===== src/rtl/mac_accumulator.sv =====
// Serial signed multiply-accumulate: loads a binary-point-aligned bias, sums N x*w products,
// then holds the full-precision result behind a valid/ready handshake for the saturation stage.
module mac_accumulator #(
    parameter int unsigned N     = 4,
    parameter int unsigned WIDTH = 8
) (
    input  logic                          clk,
    input  logic                          rst_n,
    input  logic                          start,
    input  logic signed [WIDTH-1:0]       bias_in,
    output logic                          busy,
    input  logic                          in_valid,
    output logic                          in_ready,
    input  logic signed [WIDTH-1:0]       x_in,
    input  logic signed [WIDTH-1:0]       w_in,
    output logic                          out_valid,
    input  logic                          out_ready,
    output logic signed [2*WIDTH+N-1:0]   acc_out
);

    localparam int unsigned AccW     = 2 * WIDTH + N;
    localparam int unsigned FracBits = (WIDTH == 8) ? 5 : (WIDTH == 16) ? 10 : 20;
    localparam int unsigned CntW     = (N > 1) ? $clog2(N) : 1;
    localparam logic [CntW-1:0] LastBeat = CntW'(N - 1);

    typedef enum logic [1:0] {StIdle, StAccum, StDone} state_e;

    state_e                   state_q;
    logic signed [AccW-1:0]   acc_q;
    logic [CntW-1:0]          cnt_q;

    logic signed [2*WIDTH-1:0] prod;
    logic signed [AccW-1:0]    prod_ext;
    logic signed [AccW-1:0]    bias_aligned;
    logic                      beat;

    assign prod         = x_in * w_in;
    assign prod_ext     = {{N{prod[2*WIDTH-1]}}, prod};
    // Bias is Q(INT).(FRAC); products carry 2*FRAC fraction bits, so shift by FRAC.
    assign bias_aligned = {{(AccW - WIDTH){bias_in[WIDTH-1]}}, bias_in} << FracBits;
    assign beat         = in_valid && (state_q == StAccum);

    always_ff @(posedge clk or negedge rst_n) begin
        if (!rst_n) begin
            state_q <= StIdle;
            acc_q   <= '0;
            cnt_q   <= '0;
        end else begin
            unique case (state_q)
                StIdle: begin
                    if (start) begin
                        acc_q   <= bias_aligned;
                        cnt_q   <= '0;
                        state_q <= StAccum;
                    end
                end
                StAccum: begin
                    if (beat) begin
                        acc_q <= acc_q + prod_ext;
                        cnt_q <= cnt_q + 1'b1;
                        if (cnt_q == LastBeat) begin
                            state_q <= StDone;
                        end
                    end
                end
                StDone: begin
                    if (out_ready) begin
                        state_q <= StIdle;
                    end
                end
                default: state_q <= StIdle;
            endcase
        end
    end

    // Handshake outputs decode the registered state only.
    assign in_ready  = (state_q == StAccum);
    assign out_valid = (state_q == StDone);
    assign busy      = (state_q == StAccum) || (state_q == StDone);
    assign acc_out   = acc_q;

endmodule


===== config.mk =====
export PLATFORM = sky130hd
export DESIGN_NAME = mac_accumulator
export DESIGN_NICKNAME = d
export VERILOG_FILES = /design/src/rtl/mac_accumulator.sv
export SDC_FILE = /design/constraint.sdc
export NUM_CORES = 1
export LEC_CHECK = 0
export BUFFER_PORTS_ARGS = -buffer_cell sky130_fd_sc_hd__buf_2
export CORE_MARGIN = 5
export CORE_UTILIZATION = 50
export DETAILED_ROUTE_END_ITERATION = 7
export PLACE_DENSITY_LB_ADDON = 0.25
export SYNTH_ARGS = -nofsm -noshare
export SYNTH_HDL_FRONTEND = slang
export SYNTH_SLANG_ARGS = --single-unit

===== constraint.sdc =====
create_clock -name clk -period 5.96 [get_ports clk]
set_clock_uncertainty 0.1 [all_clocks]
set_input_delay 0.298 -clock clk [delete_from_list [all_inputs] [get_ports clk]]
set_output_delay 0.298 -clock clk [all_outputs]
set_load 0.05 [all_outputs]

==> run_results.csv <==
group,metric,value,unit
die,io_pins,52,
global_routing,grt_pass1_wl,17400,um
clock_tree,post_cts_buffers,0,
critical_path,arrival,5.21,ns
synth,ys_types,43,
critical_path,critPathCaptureType,"flop",
clock_tree,cts_buffer_depth,2,
detailed_routing,ant_nets,0,
die,core,9200,um2
synth,ys_seq_area_share,12.8,%
sta,setup_tns,0,ns
synth,synth_edf_count,0,
flow_run,cap_violations,0,
global_routing,grt_pass1_vias,3699,
synth,syn_inst,485,
critical_path,crit_required,6.01,ns
place,routabilityCongestion,0.880,
synth,syn-num-nets,653,
critical_path,reg2reg_depth,18,
synth,synth_seq_cells,24,
critical_path,critPathLaunchType,"primary input",
detailed_routing,drt-initial-drc-count,114,
global_routing,grt_max_degree,25,
status,status,"completed",
sta,slew_headroom,38.1,%
sta,clock.fmax,194,MHz
detailed_routing,wl_per_cell,15.0,um
finish,insertedDiodeCount,0,
detailed_routing,remaining_drc_errors,0,
clock_tree,htreeDepth,1,
synth,ys.flop_type,"dfrtp_1",
detailed_routing,detail_route.vias_per_cell,5.25,
finish,layout.nets,703,
die,start_util,50.9,%
critical_path,cp_max_fo,12,
die,dieArea,11400,um2
clock_tree,cts_tree,"yes",
synth,synth.cell_area,4680,um2
sta,fin_crit,5.16,ns
die,die_h,107,um
finish,drive_gt1_share,11.0,%
clock_tree,root_buffer,"clkbuf_8",
place,portBuffers,51,
detailed_routing,dr.pass1.iters,4,
detailed_routing,routed_wl,9690,um
finish,area_growth,9.30,%
clock_tree,cts.sinks,24,
sta,tightest_slew,0.925,ns
clock_tree,clk_pin_slew,0.09,ns
die,rows,35,
detailed_routing,vias,3386,
synth,async_flop_share,100,%
global_routing,antenna_found_initial,0,
sta,hold_viol,0,
sta,period_share,86.5,%
global_routing,grt_usage,18.6,%
worst_hold_path,holdPathStages,3,
clock_tree,cts_buffers,3,
clock_tree,worstSkewPairLatency,0.27,ns
sta,report.final.slew_viol_count,0,
sta,setup_viol,0,
sta,rsz0062_at_grt,"false",
global_routing,grt_overflow,0,
synth,ys_warn_count,0,
place,hpwlAfterDp,8660,um
sta,hold_ws,0.215,ns
finish,fillers,861,
worst_hold_path,hold_class,"in2reg",
synth,postSynthAreaPerCell,9.65,um2
die,die_w,107,um
critical_path,crit_type,"in2reg",
-- Yosys cell counts, types with 5 or more instances --
cell      count  area [um2]
nor2_1       23        86.3
inv_1       101         379
and2_1       33         206
nand2_1      39         146
a21oi_1      15        75.1
o21a_1        8        60.1
xnor2_1      15         131
o22ai_1      12        75.1
ha_1         51         638
o21ai_0      12        60.1
dfrtp_1      24         601
o21bai_1      5        37.5
clkbuf_1      7        26.3
fa_1         88        1760
-- cells in the final DEF, fill, tap and decap left out, types with 2 or more instances in the layout --
cell      instances
a211o_1           2
a21o_1            3
a21oi_1          15
a221oi_1          4
a22o_1            2
and2_1           33
buf_2            51
clkbuf_8          4
dfrtp_1          24
fa_1             88
ha_1             51
inv_1           101
mux2_2            2
mux2i_1           4
nand2_1          39
nand2b_1          2
nor2_1           23
nor2b_1           3
nor3_1            2
nor3b_1           2
nor4_1            2
o211ai_1          2
o21a_1            8
o21ai_0          12
o21ai_1           3
o21bai_1          5
o22ai_1          12
xnor2_1          15
xor2_1            4
-- registers in the layout, summed over array words and instances, names as in the netlist --
| signal | cells |
|---|---|
| acc_out | 20 |
| cnt_q | 2 |
| state_q | 2 |
-- layout make-up --
cell class              count  area, um2  area share [%]
well taps                 111        139            2.71
repair buffers             53        273            5.33
multi-input cells         351       3670            71.7
inverters                 102        383            7.48
flip-flops and latches     24        601            11.7
clock buffers               4       55.1            1.08
-- timing repair --
item                      CTS  global route
resized for setup           0             0
hold endpoints to repair   24             0
hold buffers                1             0
-- critical path, cell delays in order --
cell and delay, ns:
buf_2 0.18, and2_1 0.59, fa_1 0.56, fa_1 0.51, fa_1 0.57, fa_1 0.42, ha_1 0.31, ha_1 0.37
a211o_1 0.30, or3_1 0.33, o22a_1 0.19, a21oi_2 0.20, o21ai_1 0.12, mux2i_1 0.17, a21oi_1 0.08
-- metal layers --
layer	part of all wire [%]	track usage, %	routed length (um)	up-vias
met5	0	0	0	-
met4	1.3	2.83	129	0
li1	-	-	-	1633
met2	52	32.6	5000	50
met3	2.8	2.17	272	10
met1	44	25.4	4290	1693
-- through the flow --
stage	cells	util, %	worst slack [ns]	instance area [um2]
finish	645	55.6	0.802	5120
global route	645	55.6	0.557	5120
CTS	645	55.6	0.791	5120
detailed placement	640	54.9	0.522	5050
global placement	640	54.9	0.695	5050
floorplan	485	-	0.882	4680
-- path summary, 6_finish.rpt --
check                                       startpoint                      end  slack (ns)
worst max-delay path                           w_in[1]  acc_out[19]$_DFFE_PN0P_        0.80
worst min-delay path                        bias_in[1]   acc_out[6]$_DFFE_PN0P_        0.21
worst max register to register  acc_out[4]$_DFFE_PN0P_  acc_out[18]$_DFFE_PN0P_        1.08
worst min register to register    cnt_q[0]$_DFFE_PN0P_     cnt_q[0]$_DFFE_PN0P_        0.40
max in group asynchronous                        rst_n  acc_out[10]$_DFFE_PN0P_        4.94
min in group asynchronous                        rst_n   state_q[0]$_DFFE_PN0P_        0.45
-- cells by family (layout without fill, tap and decap cells) --
family | count (synthesis) | count (layout) | share of synthesized area (%)
simple gates | 111 | 111 | 11.5
compound gates | 76 | 76 | 10.6
mux | 6 | 6 | 1.34
xor+xnor | 19 | 19 | 3.55
flops | 24 | 24 | 12.8
buf+inv | 110 | 159 | 8.85
fa+ha+maj | 139 | 139 | 51.3
Power is left out: the tool's default activity adds up to more than one toggle a clock period on the data nets, which glitch-free logic cannot reach.
